File: src/rtl/audio_stream_router.sv
// audio_stream_router: N-way stereo source selector, click-free fade-out/switch/fade-in (AUDIO_ROUTER_FADE_EN).
// Latency: 1 clk from the active source strobe to l_valid/r_valid; without AUDIO_ROUTER_FADE_EN gain is unity.
// Backpressure: none; pure strobe stream. A stalled active source pauses the fade indefinitely.
module audio_stream_router #(
  parameter int NUM_SOURCES = 4,
  parameter int DATA_WIDTH  = 24,
  parameter int SEL_W       = 2,
  parameter int RAMP_STEP   = 16
) (
  input  logic                              clk,
  input  logic                              reset_n,
  input  logic                              run,
  input  logic [SEL_W-1:0]                  select,
  input  logic [NUM_SOURCES-1:0]            src_l_valid,
  input  logic [NUM_SOURCES-1:0]            src_r_valid,
  input  logic [NUM_SOURCES*DATA_WIDTH-1:0] src_l_data,
  input  logic [NUM_SOURCES*DATA_WIDTH-1:0] src_r_data,
  output logic                              l_valid,
  output logic                              r_valid,
  output logic [DATA_WIDTH-1:0]             l_data,
  output logic [DATA_WIDTH-1:0]             r_data,
  output logic [SEL_W-1:0]                  active_sel,
  output logic                              switching
);

  localparam logic [1:0] ST_IDLE     = 2'd0;
  localparam logic [1:0] ST_PASS     = 2'd2;
`ifdef AUDIO_ROUTER_FADE_EN
  localparam logic [1:0] ST_FADE_IN  = 2'd1;
  localparam logic [1:0] ST_FADE_OUT = 2'd3;
`endif

  logic [1:0]            state;
  logic                  sel_ok;
  logic                  act_l_vld, act_r_vld;
  logic [DATA_WIDTH-1:0] act_l_dat, act_r_dat;
  logic [DATA_WIDTH-1:0] l_next, r_next;

  // Out-of-range select requests are ignored everywhere.
  assign sel_ok = (32'(select) < NUM_SOURCES);

  // Route only the active source's strobes and samples.
  always_comb begin
    act_l_vld = 1'b0;
    act_r_vld = 1'b0;
    act_l_dat = '0;
    act_r_dat = '0;
    for (int k = 0; k < NUM_SOURCES; k++) begin
      if (32'(active_sel) == k) begin
        act_l_vld = src_l_valid[k];
        act_r_vld = src_r_valid[k];
        act_l_dat = src_l_data[k*DATA_WIDTH +: DATA_WIDTH];
        act_r_dat = src_r_data[k*DATA_WIDTH +: DATA_WIDTH];
      end
    end
  end

`ifdef AUDIO_ROUTER_FADE_EN
  logic [8:0]       gain;
  logic [SEL_W-1:0] pending_sel;
  logic [SEL_W-1:0] next_pending;
  logic [9:0]       gain_sum;
  logic [8:0]       gain_up, gain_dn;

  // (sample * gain) >>> 8; gain 256 is exact passthrough, shift floors toward -inf.
  function automatic logic [DATA_WIDTH-1:0] scale(input logic [DATA_WIDTH-1:0] s, input logic [8:0] g);
    logic signed [DATA_WIDTH+9:0] p;
    p = (DATA_WIDTH+10)'($signed(s)) * (DATA_WIDTH+10)'($signed({1'b0, g}));
    return DATA_WIDTH'(p >>> 8);
  endfunction

  // Saturating gain steps, the last-wins pending select and the scaled samples.
  always_comb begin
    gain_sum     = {1'b0, gain} + 10'(RAMP_STEP);
    gain_up      = (gain_sum >= 10'd256) ? 9'd256 : gain_sum[8:0];
    gain_dn      = ({1'b0, gain} <= 10'(RAMP_STEP)) ? 9'd0 : gain - 9'(RAMP_STEP);
    next_pending = sel_ok ? select : pending_sel;
    l_next       = scale(act_l_dat, gain);
    r_next       = scale(act_r_dat, gain);
  end

  // Fade FSM: gain only moves on the active right strobe so a stereo pair shares one gain.
  always_ff @(posedge clk or negedge reset_n) begin
    if (!reset_n) begin
      state       <= ST_IDLE;
      gain        <= 9'd0;
      pending_sel <= '0;
      active_sel  <= '0;
      switching   <= 1'b0;
    end else if (!run) begin
      state     <= ST_IDLE;
      gain      <= 9'd0;
      switching <= 1'b0;
    end else begin
      switching <= (state == ST_FADE_IN) || (state == ST_FADE_OUT);
      case (state)
        ST_IDLE: begin
          active_sel <= sel_ok ? select : '0;
          gain       <= 9'd0;
          state      <= ST_FADE_IN;
        end
        ST_FADE_IN: begin
          if (sel_ok && select != active_sel) begin
            pending_sel <= select;
            state       <= ST_FADE_OUT;
          end else if (act_r_vld) begin
            gain <= gain_up;
            if (gain_up == 9'd256) state <= ST_PASS;
          end
        end
        ST_PASS: begin
          gain <= 9'd256;
          if (sel_ok && select != active_sel) begin
            pending_sel <= select;
            state       <= ST_FADE_OUT;
          end
        end
        default: begin // ST_FADE_OUT
          pending_sel <= next_pending;
          if (act_r_vld) begin
            gain <= gain_dn;
            if (gain_dn == 9'd0) begin
              active_sel <= next_pending;
              state      <= ST_FADE_IN;
            end
          end
        end
      endcase
    end
  end
`else
  // Unity gain: samples pass through bit-exact.
  always_comb begin
    l_next = act_l_dat;
    r_next = act_r_dat;
  end

  assign switching = 1'b0;

  // Hard switch: a valid select change lands on the next clock.
  always_ff @(posedge clk or negedge reset_n) begin
    if (!reset_n) begin
      state      <= ST_IDLE;
      active_sel <= '0;
    end else if (!run) begin
      state <= ST_IDLE;
    end else if (state == ST_IDLE) begin
      active_sel <= sel_ok ? select : '0;
      state      <= ST_PASS;
    end else if (sel_ok && select != active_sel) begin
      active_sel <= select;
    end
  end
`endif

  // Output registers: strobes follow the active source one cycle later; data holds between strobes.
  always_ff @(posedge clk or negedge reset_n) begin
    if (!reset_n) begin
      l_valid <= 1'b0;
      r_valid <= 1'b0;
      l_data  <= '0;
      r_data  <= '0;
    end else if (!run || state == ST_IDLE) begin
      l_valid <= 1'b0;
      r_valid <= 1'b0;
      l_data  <= '0;
      r_data  <= '0;
    end else begin
      l_valid <= act_l_vld;
      r_valid <= act_r_vld;
      if (act_l_vld) l_data <= l_next;
      if (act_r_vld) r_data <= r_next;
    end
  end

endmodule

File: config.mk
export PLATFORM = sky130hd
export DESIGN_NAME = audio_stream_router
export DESIGN_NICKNAME = d
export VERILOG_FILES = /design/src/rtl/audio_stream_router.sv
export SDC_FILE = /design/constraint.sdc
export NUM_CORES = 1
export LEC_CHECK = 0
export ABC_AREA = 0
export BUFFER_PORTS_ARGS = -buffer_cell sky130_fd_sc_hd__buf_2
export CORE_ASPECT_RATIO = 0.5
export CORE_UTILIZATION = 44
export CTS_BUF_LIST = sky130_fd_sc_hd__clkbuf_8
export DETAILED_ROUTE_END_ITERATION = 6
export PLACE_DENSITY_LB_ADDON = 0.25
export SETUP_SLACK_MARGIN = 0.5
export SKIP_LAST_GASP = 1
export SYNTH_ARGS = -nofsm -noshare
export SYNTH_HDL_FRONTEND = slang
export SYNTH_SLANG_ARGS = --single-unit
export TNS_END_PERCENT = 50
File: constraint.sdc
create_clock -name clk -period 2.5 [get_ports clk]
set_input_delay 0 -clock clk [delete_from_list [all_inputs] [get_ports clk]]
set_output_delay 0 -clock clk [all_outputs]
set_load 0.01 [all_outputs]
==> run summary, run 1 <==
Top cell type's share of synthesized area: 39.89%
Seq/Total Area, Yosys: 39.89%
Synth area leaders: dfrtp_1 (40%), mux4_2 (34%), mux2i_1 (14%), nor2_1 (5.4%), buf_6 (2.7%)
Sw Share: 27.17%
GRT Util Overall: 24.80%
Global route total overflow: 0
DRC violations left: 22
Clk sinks: 53
Chip width: 124.9 um
Slowest stage delay, CP: 840 ps
Post-synthesis cell type count: 12
PortBufs: 256
Critical path class: reg -> reg
Clk pwr share: 28.2%
Syn-to-layout area delta: 43.51%
Gp weighted congestion: 0.7579
Crit-path slowest cell: mux4_2
DP Area: 4597 um2
Sequential Power Share: 39.5%
Die height: 63.47 um
Worst-margin pin slew: 976.5 ps
Hold path endpoint: r_data[15]$_DFFE_PN0P_
Post-DP HPWL: 7460 um
Fillers: 569
P_leak: 2.581 nW
Mapped Cells: 230
Startpoint types: flop
Worst endpoint required time: 2670 ps
Avg Cell Area, Syn: 14.45 um2
Flop2flop setup slack: 460 ps
Final setup viols: 0
Cell Chain, Critical Path: mux4_2 -> mux2i_1 -> nor2_1
Max Clk Rate: 491.4 MHz
Most frequent cells in the layout: buf_2 (256), dfrtp_1 (51), mux4_2 (50)
Die ar.: 7928 um2
R2R cell count: 3
Vias per cell: 5.254
Starting Density: 47.57%
Worst flop-to-flop path startpoint: active_sel[1]$_DFFE_PN0P_
Cell count after placement: 558
Initial antenna violation count: 0
Most common cell after layout, fill and taps aside: buf_2
Hold path depth: 4
Design Area, Final: 4771 um2
Number of diodes: 0
Total CTS buffers: 5
WL/cell: 16.49 um
I/O pin cnt: 258
CP Max Fanout: 25
Psw: 0.0006583 W
Power, Total: 0.002423 W
Final hold vios: 0
Root buf cell: clkbuf_8
Layout cell share with drive strength beyond 1: 67.78%
Failing checks: design-rule violations
Syn Nets: 435
Reg clk slew, reported paths: 100 ps
Mapped cell area: 3324 um2
Pwr per Cell Area: 507.9 nW/um2
DRT Wirelength: 9398 um
Synth area leader: dfrtp_1
Nets: 682
Worst VDD drop: 314.4 uV
Hold Crit Class: in -> reg
Max Slew Vio Count: 0
CTS tree: done
Core Rows: 21
Clk buf depth: 2
Unrepaired setup endpoints after global routing: true
Fin crit period: 2035 ps
Flop and latch count out of synthesis: 53
Max-cap violations: 0
Worst setup EP type: flop
First-pass GRT wire length: 15100 um
TritonRoute pass-1 iters: 6
WP data arrival: 2200 ps
Worst-Skew Late Latency: 310 ps
Run status: finished with violations
Via count: 2995
Logic pwr share: 32.3%
Worst r2r dst: r_data[11]$_DFFE_PN0P_
Routed Antenna Nets: 0
Largest net degree at the start of global routing: 51
Int Pwr: 0.001765 W
Slew HR: 34.67%
Post-route insts no fill: 570
CTS-repair resized insts: 0
Fin crit share: 81.41%
HP Start: src_r_data[63]
Htree depth: 2
Worst Hold Slack: 148.5 ps
Vias in the first global route: 3148
Layout Skew: 8.297 ps
Fin Setup TNS: 0 ps
Initial DRC count: 117
Area of the core: 6989 um2
Syn. warnings: 0
through the flow:
step                      setup WS (ps)  utilization, %
final                             464.8           68.26
after detailed placement          454.8           65.77
after global routing              332.1           68.26
after CTS                         452.8           68.26
after global placement            519.1           65.77
after floorplan                   795.0               -
layer usage:
layer / share of wire (%) / vias to the layer above / track usage (%)
met2: 55 / 108 / 46.91
met5: 0 / - / 0
met1: 38 / 1513 / 28.87
li1: - / 1364 / -
met3: 5.7 / 10 / 5.947
met4: 0.81 / 0 / 5.488
area by class of cell:
cell class	count	area (um2)	area share [%]
multi-input cells	152	1832	38.39
repair buffers	265	1359	28.48
flip-flops and latches	53	1331	27.90
well taps	92	115.1	2.413
clock buffers	5	68.82	1.442
clock inverters	3	65.06	1.364
how the worst max path moves through the flow:
stage,slack (ps),cells past startpoint,from,end
final,460,3,active_sel[1]$_DFFE_PN0P_,r_data[11]$_DFFE_PN0P_
after global routing,330,3,active_sel[1]$_DFFE_PN0P_,r_data[14]$_DFFE_PN0P_
after CTS,450,3,active_sel[1]$_DFFE_PN0P_,l_data[6]$_DFFE_PN0P_
after detailed placement,450,3,active_sel[1]$_DFFE_PN0P_,r_data[11]$_DFFE_PN0P_
after global placement,520,3,active_sel[1]$_DFFE_PN0P_,r_data[0]$_DFFE_PN0P_
after floorplan,800,6,active_sel[0]$_DFFE_PN0P_,r_data[10]$_DFFE_PN0P_
state kept, by name, summed over array words and instances (netlist names):
register,flops
active_sel,2
l_data,24
l_valid,1
r_data,24
r_valid,1
state,1
kinds of logic (layout without fill, tap and decap cells):
logic type,Yosys count,count (layout),share of synthesized area (%)
mux,100,100,49.00
flops,53,53,39.89
simple gates,51,51,5.909
buf+inv,25,273,5.081
other cells,1,1,0.1128
synthesized netlist by cell type:
library cell,n
clkbuf_1,9
nor2_1,48
mux4_2,50
buf_2,6
nor2b_1,2
mux2i_1,48
dfrtp_1,53
nand2_1,1
buf_6,8
mux2_2,2
buf_4,2
conb_1,1
power groups by stage:
stage	Combinational, W	Sequential, W	Clock (W)
finish	0.000783	0.000957	0.000683
global route	0.000854	0.000966	0.000742
CTS	0.000796	0.000957	0.000703
detailed placement	0.000791	0.000972	0
global placement	0.000767	0.000972	0
floorplan	0.000523	0.000976	0
repair_timing:
action / in CTS / in global routing
hold buffers: 4 / 0
endpoints found under the hold margin: 38 / 0
setup buffers: 0 / 0
setup endpoints to repair: 44 / 48
critical path: cells and delay by family (launching register included):
kind	cells	cell delay (ps)
flip-flops	1	690
multiplexers	2	1130
AND/OR/NAND/NOR	1	60
Note: power is estimated with default switching activity, not from simulation.
==> run 2, diff against run 1 <==
CORE_UTILIZATION = 37   (was 44)
clock period = 1.75 ns   (was 2.5 ns; I/O delays follow)
==> run 2 against run 1 <==
Compared with the run above: the run now ends clean; register-to-register slack worse by 340 ps; maximum frequency is 25% higher; sequential cell count is the same; clock power increased by 2%; first-iteration DRC count down 19%; sequential share of layout area decreased by 0.67 points; clock skew fell by 1.5 ps; largest power group unchanged; setup slack worse by 340 ps; highest routed layer unchanged; via count shrank 1.8%; die area increased by 18%; sequential power grew 41%; critical path depth rose by 1.
==> run summary, run 2 (synthesized netlist as in run 1, its figures left out) <==
Max Slew Vio Count: 0 (unchanged)
Sw Share: 28.59% (was 27.17%)
Clk sinks: 53 (unchanged)
GRT Util Overall: 19.95% (was 24.80%)
Starting Density: 38.18% (was 47.57%)
R2R cell count: 4 (was 3)
CTS tree: done (unchanged)
Worst-Skew Late Latency: 300 ps (was 310 ps)
DRT Wirelength: 9033 um (was 9398 um)
PortBufs: 256 (unchanged)
Core Rows: 24 (was 21)
HP Start: src_r_data[18] (was src_r_data[63])
Worst VDD drop: 313.5 uV (was 314.4 uV)
Final hold vios: 0 (unchanged)
Setup slack after layout: 124.0 ps (was 464.8 ps)
Largest net degree at the start of global routing: 54 (was 51)
First-pass GRT wire length: 14640 um (was 15100 um)
Area of the core: 8708 um2 (was 6989 um2)
Clk pwr share: 21.4% (was 28.2%)
Hold path endpoint: r_data[18]$_DFFE_PN0P_ (was r_data[15]$_DFFE_PN0P_)
Routed Antenna Nets: 0 (unchanged)
Nets: 686 (was 682)
Post-CTS Setup Inserts: 0 (unchanged)
Design Area, Final: 4888 um2 (was 4771 um2)
Htree depth: 2 (unchanged)
Vias per cell: 4.918 (was 5.254)
Unrepaired setup endpoints after global routing: true (unchanged)
WP data arrival: 1820 ps (was 2200 ps)
Psw: 0.0009293 W (was 0.0006583 W)
Hold path depth: 4 (unchanged)
Top flop regs: l_data x24, r_data x24, active_sel x2 (unchanged)
Hold Crit Class: in -> reg (unchanged)
Startpoint types: flop (unchanged)
Fillers: 776 (was 569)
Clk buf depth: 2 (unchanged)
Sequential Power Share: 41.5% (was 39.5%)
Worst flop-to-flop path startpoint: active_sel[0]$_DFFE_PN0P_ (was active_sel[1]$_DFFE_PN0P_)
Syn-to-layout area delta: 47.05% (was 43.51%)
Critical path class: reg -> reg (unchanged)
Worst Setup SP: active_sel[0]$_DFFE_PN0P_ (was active_sel[1]$_DFFE_PN0P_)
Max Clk Rate: 615.0 MHz (was 491.4 MHz)
Total CTS buffers: 5 (unchanged)
Run status: complete, no violations (was finished with violations)
Gp weighted congestion: 0.6945 (was 0.7579)
Max-cap violations: 0 (unchanged)
Flop2flop setup slack: 120 ps (was 460 ps)
Final setup viols: 0 (unchanged)
Global route total overflow: 0 (unchanged)
Initial antenna violation count: 0 (unchanged)
Via count: 2941 (was 2995)
WL/cell: 15.11 um (was 16.49 um)
Vias in the first global route: 3118 (was 3148)
Layout cell share with drive strength beyond 1: 67.98% (was 67.78%)
Layout Skew: 6.816 ps (was 8.297 ps)
Die ar.: 9391 um2 (was 7928 um2)
Pwr per Cell Area: 664.9 nW/um2 (was 507.9 nW/um2)
Int Pwr: 0.002321 W (was 0.001765 W)
CP Max Fanout: 25 (unchanged)
Fin crit period: 1626 ps (was 2035 ps)
Chip width: 136.1 um (was 124.9 um)
TritonRoute pass-1 iters: 4 (was 6)
Post-DP HPWL: 7067 um (was 7460 um)
Logic pwr share: 37.2% (was 32.3%)
DP Area: 4758 um2 (was 4597 um2)
DRC violations left: 0 (was 22)
Most frequent cells in the layout: buf_2 (256), dfrtp_1 (51), mux4_2 (50) (unchanged)
Worst r2r dst: l_data[7]$_DFFE_PN0P_ (was r_data[11]$_DFFE_PN0P_)
Fin Setup TNS: 0 ps (unchanged)
Pre-CTS setup slack: 124.5 ps (was 454.8 ps)
Root buf cell: clkbuf_8 (unchanged)
Reg clk slew, reported paths: 90 ps (was 100 ps)
Most common cell after layout, fill and taps aside: buf_2 (unchanged)
P_leak: 2.616 nW (was 2.581 nW)
Initial DRC count: 95 (was 117)
Fin crit share: 92.92% (was 81.41%)
Worst Hold Slack: 155.2 ps (was 148.5 ps)
Worst endpoint required time: 1940 ps (was 2670 ps)
Die height: 69.03 um (was 63.47 um)
Number of diodes: 0 (unchanged)
I/O pin cnt: 258 (unchanged)
Worst setup EP type: flop (unchanged)
## run 2: power by group through the flow
stage | Combinational, W | Sequential [W] | Clock, W
after floorplan | 0.000765 | 0.00139 | 0
after global placement | 0.00118 | 0.00137 | 0
after detailed placement | 0.00122 | 0.00137 | 0
after CTS | 0.00123 | 0.00135 | 0.000725
after global routing | 0.00131 | 0.00136 | 0.000772
final | 0.00121 | 0.00135 | 0.000695
## run 2: cell type report
| cell class | count | area (um2) | share of cell area [%] |
|---|---|---|---|
| multi-input combinational | 152 | 1836 | 37.55 |
| timing repair buffer | 269 | 1489 | 30.46 |
| sequential | 53 | 1331 | 27.23 |
| tap | 117 | 146.4 | 2.995 |
| clock buffer | 6 | 82.58 | 1.689 |
| clock inverter | 1 | 3.754 | 0.07679 |
## run 2: layer usage
metal | wire, um | GRT usage [%] | up-vias
met4 | 74 | 3.827 | 0
met2 | 4974 | 37.56 | 100
li1 | - | - | 1369
met3 | 504 | 4.194 | 8
met5 | 0 | 0 | -
met1 | 3479 | 23.29 | 1464
## run 2: repair_timing
item	4_1_cts	5_1_grt
gates resized for setup	0	1
endpoints found under the setup margin	50	50
hold endpoints to repair	56	0
hold buffers	4	0
## run 2: per-stage QoR
step | power (W) | util (%) | instances
floorplan | 0.002160 | - | 230
global placement | 0.002555 | 54.64 | 587
detailed placement | 0.002590 | 54.64 | 587
CTS | 0.003300 | 56.09 | 598
global route | 0.003441 | 56.14 | 598
finish | 0.003250 | 56.14 | 598
## run 2: worst max path at each step
stage          cells past startpoint                     end
6_report                           4   l_data[7]$_DFFE_PN0P_
5_1_grt                            4  l_data[14]$_DFFE_PN0P_
4_1_cts                            4  r_data[19]$_DFFE_PN0P_
3_5_place_dp                       4  r_data[19]$_DFFE_PN0P_
3_3_place_gp                       4   l_data[1]$_DFFE_PN0P_
2_1_floorplan                      6  l_data[15]$_DFFE_PN0P_
## run 2: critical path, stage by stage, from the launching register on
cell,delay [ps]
dfrtp_4,510
mux4_2,550
buf_12,200
mux2i_2,190
nor2_1,50
